File: config.mk
export PLATFORM = sky130hd
export DESIGN_NAME = iter_muldiv
export DESIGN_NICKNAME = d
export VERILOG_FILES = /design/src/rtl/muldiv_pkg.sv /design/src/rtl/iter_muldiv.sv
export SDC_FILE = /design/constraint.sdc
export NUM_CORES = 1
export LEC_CHECK = 0
export CAP_MARGIN = 5
export CORE_UTILIZATION = 50
export DETAILED_ROUTE_END_ITERATION = 6
export PLACE_DENSITY = 0.79
export SYNTH_ARGS = -nofsm -noshare
export SYNTH_HDL_FRONTEND = slang
export SYNTH_SLANG_ARGS = --single-unit
File: constraint.sdc
create_clock -name Clk -period 2.26 [get_ports Clk]
set_input_delay 0.452 -clock Clk [delete_from_list [all_inputs] [get_ports Clk]]
set_output_delay 0.452 -clock Clk [all_outputs]
set_load 0.005 [all_outputs]
File: src/rtl/muldiv_pkg.sv
// Shared types and op encodings for the iterative multiply/divide unit.
package muldiv_pkg;

  // Op field encodings as seen on the Op port.
  localparam logic [1:0] OPC_MUL   = 2'b00;
  localparam logic [1:0] OPC_DIV   = 2'b01;
  localparam logic [1:0] OPC_MULLO = 2'b10;
  localparam logic [1:0] OPC_REM   = 2'b11;

  typedef enum logic [1:0] {
    OP_MUL   = OPC_MUL,
    OP_DIV   = OPC_DIV,
    OP_MULLO = OPC_MULLO,
    OP_REM   = OPC_REM
  } op_t;

  typedef enum logic [1:0] {
    IDLE  = 2'd0,
    CALC  = 2'd1,
    WB_LO = 2'd2,
    WB_HI = 2'd3
  } state_t;

  // Multiply-class ops use the shift-add datapath.
  function automatic logic is_mul_op(input op_t op);
    return (op == OP_MUL) || (op == OP_MULLO);
  endfunction

  // Ops that produce a second write-back cycle.
  function automatic logic is_two_write(input op_t op);
    return (op == OP_MUL) || (op == OP_DIV);
  endfunction

endpackage

File: src/rtl/iter_muldiv.sv
// Iterative multiply/divide unit: latches operands on Start, runs W shift
// steps, then writes one or two results into the register file.
//
// Handshake: Start is a request that is only honoured while the unit is
// IDLE (Busy=0); a Start seen while Busy is dropped, nothing is queued.
// Each write-back cycle is a single-cycle WriteEn strobe with Waddr/DataOut
// valid in that same cycle; there is no ready/backpressure from the
// register file, and Done marks the last of those write cycles.
module iter_muldiv
  import muldiv_pkg::*;
#(
  parameter int W = 8,
  parameter int D = 3
) (
  input  logic         Clk,
  input  logic         Reset,
  input  logic         Start,
  input  logic [1:0]   Op,
  input  logic [W-1:0] OperandA,
  input  logic [W-1:0] OperandB,
  input  logic [D-1:0] DestAddr,
  output logic         Busy,
  output logic         Done,
  output logic         WriteEn,
  output logic [D-1:0] Waddr,
  output logic [W-1:0] DataOut,
  output state_t       DbgState
);

  localparam int CW = $clog2(W);

  state_t         state_q, state_nx;
  op_t            op_q;
  logic [D-1:0]   dest_q;
  logic [CW-1:0]  cnt_q;
  // m_q holds the multiplicand (MUL) or divisor (DIV).
  // hi_q:lo_q is the product during MUL, remainder:quotient during DIV.
  logic [W-1:0]   m_q;
  logic [W-1:0]   hi_q;
  logic [W-1:0]   lo_q;

  logic [W:0]     mul_sum;
  logic [W:0]     div_trial;

  assign DbgState = state_q;

  // State register.
  always_ff @(posedge Clk) begin
    if (Reset) state_q <= IDLE;
    else       state_q <= state_nx;
  end

  // Next-state decode.
  always_comb begin
    state_nx = state_q;
    case (state_q)
      IDLE:    if (Start) state_nx = CALC;
      CALC:    if (cnt_q == '0) state_nx = WB_LO;
      WB_LO:   state_nx = is_two_write(op_q) ? WB_HI : IDLE;
      WB_HI:   state_nx = IDLE;
      default: state_nx = IDLE;
    endcase
  end

  // One step of each algorithm, computed from the current accumulators.
  always_comb begin
    mul_sum   = {1'b0, hi_q} + (lo_q[0] ? {1'b0, m_q} : '0);
    // Shifted partial remainder minus divisor; bit W set means borrow.
    div_trial = {hi_q, lo_q[W-1]} - {1'b0, m_q};
  end

  // Operand latch, counter and shift/accumulate datapath.
  always_ff @(posedge Clk) begin
    if (Reset) begin
      op_q   <= OP_MUL;
      dest_q <= '0;
      cnt_q  <= '0;
      m_q    <= '0;
      hi_q   <= '0;
      lo_q   <= '0;
    end else begin
      case (state_q)
        IDLE: begin
          if (Start) begin
            op_q   <= op_t'(Op);
            dest_q <= DestAddr;
            cnt_q  <= CW'(W - 1);
            hi_q   <= '0;
            if (is_mul_op(op_t'(Op))) begin
              m_q  <= OperandA;
              lo_q <= OperandB;
            end else begin
              m_q  <= OperandB;
              lo_q <= OperandA;
            end
          end
        end
        CALC: begin
          cnt_q <= cnt_q - 1'b1;
          if (is_mul_op(op_q)) begin
            hi_q <= mul_sum[W:1];
            lo_q <= {mul_sum[0], lo_q[W-1:1]};
          end else if (!div_trial[W]) begin
            hi_q <= div_trial[W-1:0];
            lo_q <= {lo_q[W-2:0], 1'b1};
          end else begin
            // Restore: the shifted remainder is below the divisor, so it fits W bits.
            hi_q <= {hi_q[W-2:0], lo_q[W-1]};
            lo_q <= {lo_q[W-2:0], 1'b0};
          end
        end
        default: ;
      endcase
    end
  end

  // Output decode from registered state only.
  always_comb begin
    Busy    = (state_q != IDLE);
    WriteEn = 1'b0;
    Done    = 1'b0;
    Waddr   = '0;
    DataOut = '0;
    case (state_q)
      WB_LO: begin
        WriteEn = 1'b1;
        Done    = !is_two_write(op_q);
        Waddr   = dest_q;
        DataOut = (op_q == OP_REM) ? hi_q : lo_q;
      end
      WB_HI: begin
        WriteEn = 1'b1;
        Done    = 1'b1;
        Waddr   = dest_q + 1'b1;
        DataOut = hi_q;
      end
      default: ;
    endcase
  end

endmodule

==> summary.txt, run 1 <==
CTS
  • Clk Latency, worst-skew pair: 0.29 ns
  • Cts bufs inserted: 5
  • Longest Clk Path Bufs: 2
  • Reg clk slew, reported paths: 0.07 ns
  • CTS tree: done
  • Clock Tree Root: clkbuf_8
  • H-tree depth: 2
  • CTS Sinks: 34
  • Hold buffer count at CTS: 0

Hold path
  • Hold path cells: 2
  • Min-Delay Path Class: flop to flop
  • Hold Path End: dest_q[2]
  • HP Start: dest_q[2]

STA
  • Fin. Hold Viols: 0
  • Tcrit/Tclk final: 106%
  • Final setup TNS: -0.671 ns
  • RSZ-0062 raised after global routing: true
  • Clock skew: 0.00842 ns
  • Tmin final: 2.39 ns
  • Rel. slew slack: 68.3%
  • Pins Over Slew Limit: 0
  • Setup-failing EPs final: 9
  • F_max: 418 MHz
  • Slack of the critical path: -0.131 ns
  • Worst-Margin Slew: 0.472 ns

Logic synthesis
  • Syn nets: about 380
  • Number of synthesized register bits: 34
  • Number of synthesized flops with an enable pin: 0
  • Gate Count Post-Synth: 336
  • Synth top area share: between 20 and 30%
  • Syn_area_per_cell: 8.07 µm²
  • Top post-synthesis cells by area: dfxtp_1 (25%), mux2i_1 (9.6%), ha_1 (8.8%)
  • Yosys Warn Count: 0
  • Synth unique cells: 56
  • Synth Flop Type: dfxtp_1
  • Sequential area share after synthesis: 25.1%
  • Leading area contributor after synthesis: dfxtp_1
  • Async SR Flop Fraction: 0%
  • Post-Syn Area: 2710 µm²

Global route
  • GRT Overall Usage: 26.7%
  • Initial antenna violation count: 0
  • Vias in the first global route: between 2000 and 2500
  • Largest net degree at the start of global routing: 27
  • Grt ovf: 0
  • First-pass GRT wire length: about 11 mm

Die
  • DIE HEIGHT: ~76 µm
  • # IOs: 40
  • Starting Density: 52.4%
  • Core Region: 5170 µm²
  • Die Area: 5720 µm²
  • Num rows: 26
  • Die extent in x: 75.6 µm

Placed design
  • DP Wirelength: 5.59 mm
  • Placed inst area: around 3300 µm²
  • Gp weighted congestion: slightly above 0.9
  • I/O Buffers: 39
  • Pre-CTS setup slack: -0.0874 ns

Setup path
  • Critical path's top delay family: compound AO/OA/AOI/OAI gates
  • CP max FO: 7
  • CP max stage cell: fa_2
  • Crit path buffers/inverters: 2
  • Crit path capture type: flop
  • Startpoint class of the critical path: flop
  • WP data arrival: 2.58 ns
  • FF-to-FF path depth: 10
  • Critical path type: flop to flop
  • Max incr delay on CP: 0.41 ns
  • Critical R2R Launch: lo_q[7]
  • Worst path cell trace: inv_2 -> ha_4 -> inv_2 -> fa_2 -> a211oi_4 -> o21ai_2 -> o31a_4 -> o21ai_4 -> o311ai_4 -> a32o_1
  • RR Endpoint: hi_q[3]
  • Reg2Reg Setup Slack: -0.13 ns
  • Critical Path RT: ~2.4 ns
  • Crit path top cell by count: inv_2

Layout
  • Register area: a little under 700 µm²
  • Area delta synth->final: 31.2%
  • Fin nets: 434
  • Footprint of the multi-input gates: 1990 µm²
  • Final Instance Area: between 3000 and 4000 µm²
  • Layout cells sized above 1: 17.9%
  • Final Util: 68.7%
  • Layout fillers: 431
  • Ant. Diodes: 0

Route
  • Avg Vias per Cell: just under 6
  • Routed Antenna Nets: 0
  • Wire per inst: 16.4 µm
  • Total Wirelength: 7.54 mm
  • DRT iter0 DRCs: 244
  • Vias: 2744
  • DRT Pass-1 Iters: 6
  • # DRC: 0

Status
  • Failing checks: setup timing
  • Status: finished with violations

Power and ir drop
  • Clock share of power: 22.6%
  • Sw frac: 37.6%
  • PwrDens: 691 nW/µm²
  • Int Pwr: 1.53 mW
  • Sequential Power Share: 31.8%
  • Sw Pwr: 0.923 mW
  • Comb power frac: 45.6%
  • Worst vdd ir: 362 µV
  • Leakage: 1.44 nW

Job
  • MaxCap Viol Count: 0
## cell usage in the layout (no fill, tap or decap), types with 5 or more instances in the layout
| master | count |
|---|---|
| a21oi_1 | 17 |
| o21a_1 | 6 |
| mux2i_1 | 25 |
| nor2_1 | 33 |
| inv_1 | 14 |
| dfxtp_2 | 5 |
| xor2_1 | 5 |
| ha_1 | 18 |
| xnor2_1 | 5 |
| and2_1 | 11 |
| clkbuf_8 | 5 |
| clkdlybuf4s50_1 | 37 |
| a211oi_1 | 29 |
| nand2_1 | 34 |
| o21ai_0 | 5 |
| dfxtp_1 | 29 |
| buf_4 | 27 |
## power groups by stage
| stage | Clock, mW | Combinational [mW] | Sequential, mW |
|---|---|---|---|
| after CTS | 0.555 | 1.00 | 0.772 |
| after floorplan | 0 | 0.689 | 0.743 |
| final | 0.556 | 1.12 | 0.780 |
| after global placement | 0 | 0.953 | 0.784 |
| after detailed placement | 0 | 0.971 | 0.783 |
| after global routing | 0.581 | 1.21 | 0.791 |
## logic make-up after synthesis
logic type | count (synthesis) | synth area share (%)
mux | 26 | 9.60
simple gates | 105 | 18.1
buf+inv | 38 | 5.49
fa+ha+maj | 21 | 10.2
compound gates | 102 | 28.2
flops | 34 | 25.1
xor+xnor | 10 | 3.23
## layout make-up
cell class / count / area share (%)
tap: 70 / 2.46
multi-input combinational: 264 / 56.0
sequential: 34 / 19.3
clock inverter: 1 / 0.845
timing repair buffer: 67 / 17.4
inverter: 17 / 1.80
clock buffer: 7 / 2.15
## state kept, by name, indices dropped and copies added (netlist names)
register and count:
hi_q 8, lo_q 8, m_q 8, cnt_q 3, dest_q 3, DbgState 2, op_q 2
## routing by layer
layer / share of wire (%) / up-vias / wire length [µm] / GRT usage [%]
li1: - / 1323 / - / -
met1: 46 / 1282 / 3500 / 37.0
met2: 46 / 122 / 3470 / 42.9
met3: 6.1 / 17 / 462 / 4.63
met4: 1.5 / 0 / 110 / 7.41
met5: 0 / - / 0 / 0
## through the flow
step | cells | hold WS [ns] | total power, mW
floorplan | 336 | 0.449 | 1.43
global placement | 447 | 0.462 | 1.74
detailed placement | 447 | 0.479 | 1.75
CTS | 456 | 0.489 | 2.33
global route | 460 | 0.522 | 2.59
finish | 460 | 0.495 | 2.46
## worst register-to-register path, delay by kind of cell, from the launching register on
| kind | cells | cell delay (ns) |
|---|---|---|
| buf+inv | 2 | 0.10 |
| fa+ha+maj | 2 | 0.54 |
| flops | 1 | 0.33 |
| compound gates | 6 | 1.34 |
## synth_stat cells (all sizes together) (2+ instances only)
master and n:
a21oi 17, o31a 3, a22oi 2, and2 11
a21o 5, xnor2 5, a221oi 2, a211oi 33
o21a 6, o211ai 4, nand4 2, clkbuf 14
nand2 35, o21ai 9, or2 2, xor2 5
dfxtp 34, o21bai 2, fa 2, a21boi 8
mux2i 26, inv 16, nor2 35, buf 7
o31ai 3, ha 19, nor3 6, nor2b 5
nand3 3
## worst max path at each step
| stage | from | end | slack, ns | cells after the start |
|---|---|---|---|---|
| 6_report | lo_q[7] | hi_q[3] | -0.13 | 10 |
| 5_1_grt | lo_q[7] | hi_q[4] | -0.23 | 10 |
| 4_1_cts | lo_q[7] | hi_q[3] | -0.05 | 10 |
| 3_5_place_dp | lo_q[7] | hi_q[3] | -0.09 | 10 |
| 3_3_place_gp | lo_q[7] | hi_q[3] | -0.003 | 10 |
| 2_1_floorplan | lo_q[7] | hi_q[3] | 0.02 | 10 |
## timing repair
action / in CTS / in global routing
gates resized for setup: 6 / 27
pin swaps: 2 / 14
endpoints found under the setup margin: 11 / 18
setup buffers: 1 / 5
(Power assumes the default switching activity.)
==> run 2: changes to the inputs <==
CELL_PAD_IN_SITES_DETAIL_PLACEMENT = 0   (was not set)
CELL_PAD_IN_SITES_GLOBAL_PLACEMENT = 1   (was not set)
CORE_UTILIZATION = 37   (was 50)
==> run 2 against run 1 <==
Compared with the run above: the flow still finishes with violations (setup timing); first-iteration DRC count shrank 18%; cell area grew 2.5%; routed wire length shrank 0.41%; global-route usage shrank 6.2 points; clock skew grew 0.00060 ns; count of clock-buffer cells in the layout shrank 2; register-to-register slack gained 0.099 ns; final cell count grew 5.7%; sequential share of layout area shrank 0.40 points; combinational power is essentially flat; critical endpoint unchanged; largest cell class unchanged.
==> summary.txt, run 2 (synthesized netlist as in run 1, its figures left out) <==
Setup path
  • Startpoint class of the critical path: flop
  • CP max FO: 7 (unchanged)
  • Critical path type: flop to flop
  • WP data arrival: 2.48 ns (-0.10 ns)
  • Reg2Reg Setup Slack: -0.03 ns (+0.10 ns)
  • Critical Path RT: 2.45 ns (about the same)
  • Crit path capture type: flop

STA
  • Tcrit/Tclk final: 101% (-4.4 points)
  • F_max: 436 MHz (+4.3%)
  • Setup-failing EPs final: 2 (-7)
  • Clock skew: 0.00902 ns (+0.000603 ns)
  • Slack of the critical path: -0.0325 ns (+0.0988 ns)
  • Worst-Margin Slew: 0.597 ns (+0.125 ns)
  • Pins Over Slew Limit: 0 (unchanged)
  • Fin. Hold Viols: 0 (unchanged)
  • RSZ-0062 raised after global routing: true
  • Tmin final: 2.29 ns (-0.0988 ns)
  • Rel. slew slack: 60.0% (-8.3 points)

Die
  • # IOs: 40 (unchanged)
  • Num rows: 30 (+15%)
  • Core Region: 6940 µm² (+34%)
  • Die extent in x: 87.6 µm (+16%)
  • Starting Density: 39.0% (-13 points)
  • Die Area: 7670 µm² (+34%)
  • DIE HEIGHT: 87.6 µm (+16%)

Placed design
  • Pre-CTS setup slack: -0.120 ns (-0.0323 ns)
  • DP Cell Count: 476 (+6.5%)
  • DP Wirelength: 5.79 mm (+3.5%)
  • I/O Buffers: 39 (unchanged)
  • Gp weighted congestion: 0.848 (-7.1%)

Layout
  • Area delta synth->final: 34.4%
  • Final cell count without fillers: 486 (+5.7%)
  • Layout cells sized above 1: 20.3% (+2.3 points)
  • Largest regs: hi_q (8), lo_q (8), m_q (8)
  • Register area: 689 µm² (+0.36%)
  • Layout fillers: 664 (+54%)
  • Footprint of the multi-input gates: 2030 µm² (+1.9%)
  • Commonest non-fill, non-tap cell in the layout: clkdlybuf4s50_1
  • Fin nets: 434 (unchanged)
  • Commonest cells after routing, fill and taps aside: clkdlybuf4s50_1 (38), nand2_1 (34), nor2_1 (33)
  • Ant. Diodes: 0 (unchanged)

Route
  • DRT iter0 DRCs: 199 (-18%)
  • Vias: 2568 (-6.4%)
  • Routed Antenna Nets: 0 (unchanged)
  • Wire per inst: 15.4 µm (-5.7%)
  • Avg Vias per Cell: 5.28 (-11%)
  • DRT Pass-1 Iters: 4 (-2)
  • # DRC: 0 (unchanged)
  • Total Wirelength: 7.51 mm (-0.41%)

CTS
  • Hold buffer count at CTS: 0 (unchanged)
  • CTS Sinks: 34 (unchanged)
  • CTS tree: done
  • H-tree depth: 2 (unchanged)
  • Clock Tree Root: clkbuf_8
  • Clk Latency, worst-skew pair: 0.29 ns (about the same)
  • Cts bufs inserted: 5 (unchanged)
  • Reg clk slew, reported paths: 0.07 ns (about the same)
  • Longest Clk Path Bufs: 2 (unchanged)

Global route
  • GRT Overall Usage: 20.5% (-6.2 points)
  • Vias in the first global route: 2433 (+1.7%)
  • Grt ovf: 0 (unchanged)
  • Largest net degree at the start of global routing: 23 (-15%)
  • Initial antenna violation count: 0 (unchanged)
  • First-pass GRT wire length: 12.1 mm (+5.6%)

Job
  • MaxCap Viol Count: 0 (unchanged)

Power and ir drop
  • Leakage: 1.43 nW (-0.29%)
  • PwrDens: 677 nW/µm² (-2.1%)
  • Worst vdd ir: 437 µV (+21%)

Status
  • Status: finished with violations
  • Failing checks: setup timing

Hold path
  • Min-Delay Path Class: flop to flop
[run 2: cell count changes in the layout (fill, tap and decap cells not counted), sizes merged]
cell           change
dlymetal6s2s       -1
clkbuf             -2
clkdlybuf4s50      +1
clkinv             +2
[run 2: cell type report]
type                       count  area share, %
inverter                      17           1.75
clock buffer                   5           1.89
timing repair buffer          67           17.3
tap                           96           3.30
multi-input combinational    264           55.7
sequential                    34           18.9
clock inverter                 3           1.10
[run 2: repair_timing]
item / 4_1_cts / 5_1_grt
endpoints found under the setup margin: 15 / 20
buffers inserted: 0 / 2
pin swaps: 3 / 17
resized for setup: 7 / 40
[run 2: metrics by stage]
stage / instance area [µm²] / total power [mW] / TNS, ns / utilization, % / hold slack (ns)
after floorplan: 2720 / 1.43 / 0 / - / 0.449
after global placement: 3370 / 1.77 / -0.0393 / 48.5 / 0.462
after detailed placement: 3370 / 1.78 / -0.582 / 48.5 / 0.464
after CTS: 3490 / 2.36 / -0.0152 / 50.3 / 0.478
after global routing: 3640 / 2.63 / -0.351 / 52.5 / 0.503
final: 3640 / 2.47 / -0.0392 / 52.5 / 0.481
[run 2: metal layers]
layer	vias up	global-route usage, %	wire length, µm
met5	-	0	0
met4	0	6.26	133
met3	10	3.20	192
met2	49	32.8	3520
met1	1186	28.5	3670
li1	1323	-	-
[run 2: worst max-delay path, cell delays in order, from the launching register on]
cell,delay [ns]
dfxtp_2,0.32
inv_2,0.06
ha_4,0.13
inv_2,0.03
fa_2,0.36
a211oi_4,0.28
o21ai_4,0.11
o31a_4,0.37
o21ai_1,0.15
o311ai_1,0.11
a32o_1,0.25
[run 2: report_power, final]
group | switching (mW) | internal (mW) | total (mW)
combinational | 0.610 | 0.530 | 1.14
sequential | 0.0847 | 0.681 | 0.766
clock | 0.235 | 0.325 | 0.559
[run 2: final timing paths]
path	end	start	depth (start not counted)
setup / recovery	hi_q[3]	lo_q[7]	10
setup reg to reg	hi_q[3]	lo_q[7]	10
hold / removal	dest_q[1]	dest_q[1]	2
hold reg to reg	dest_q[1]	dest_q[1]	2
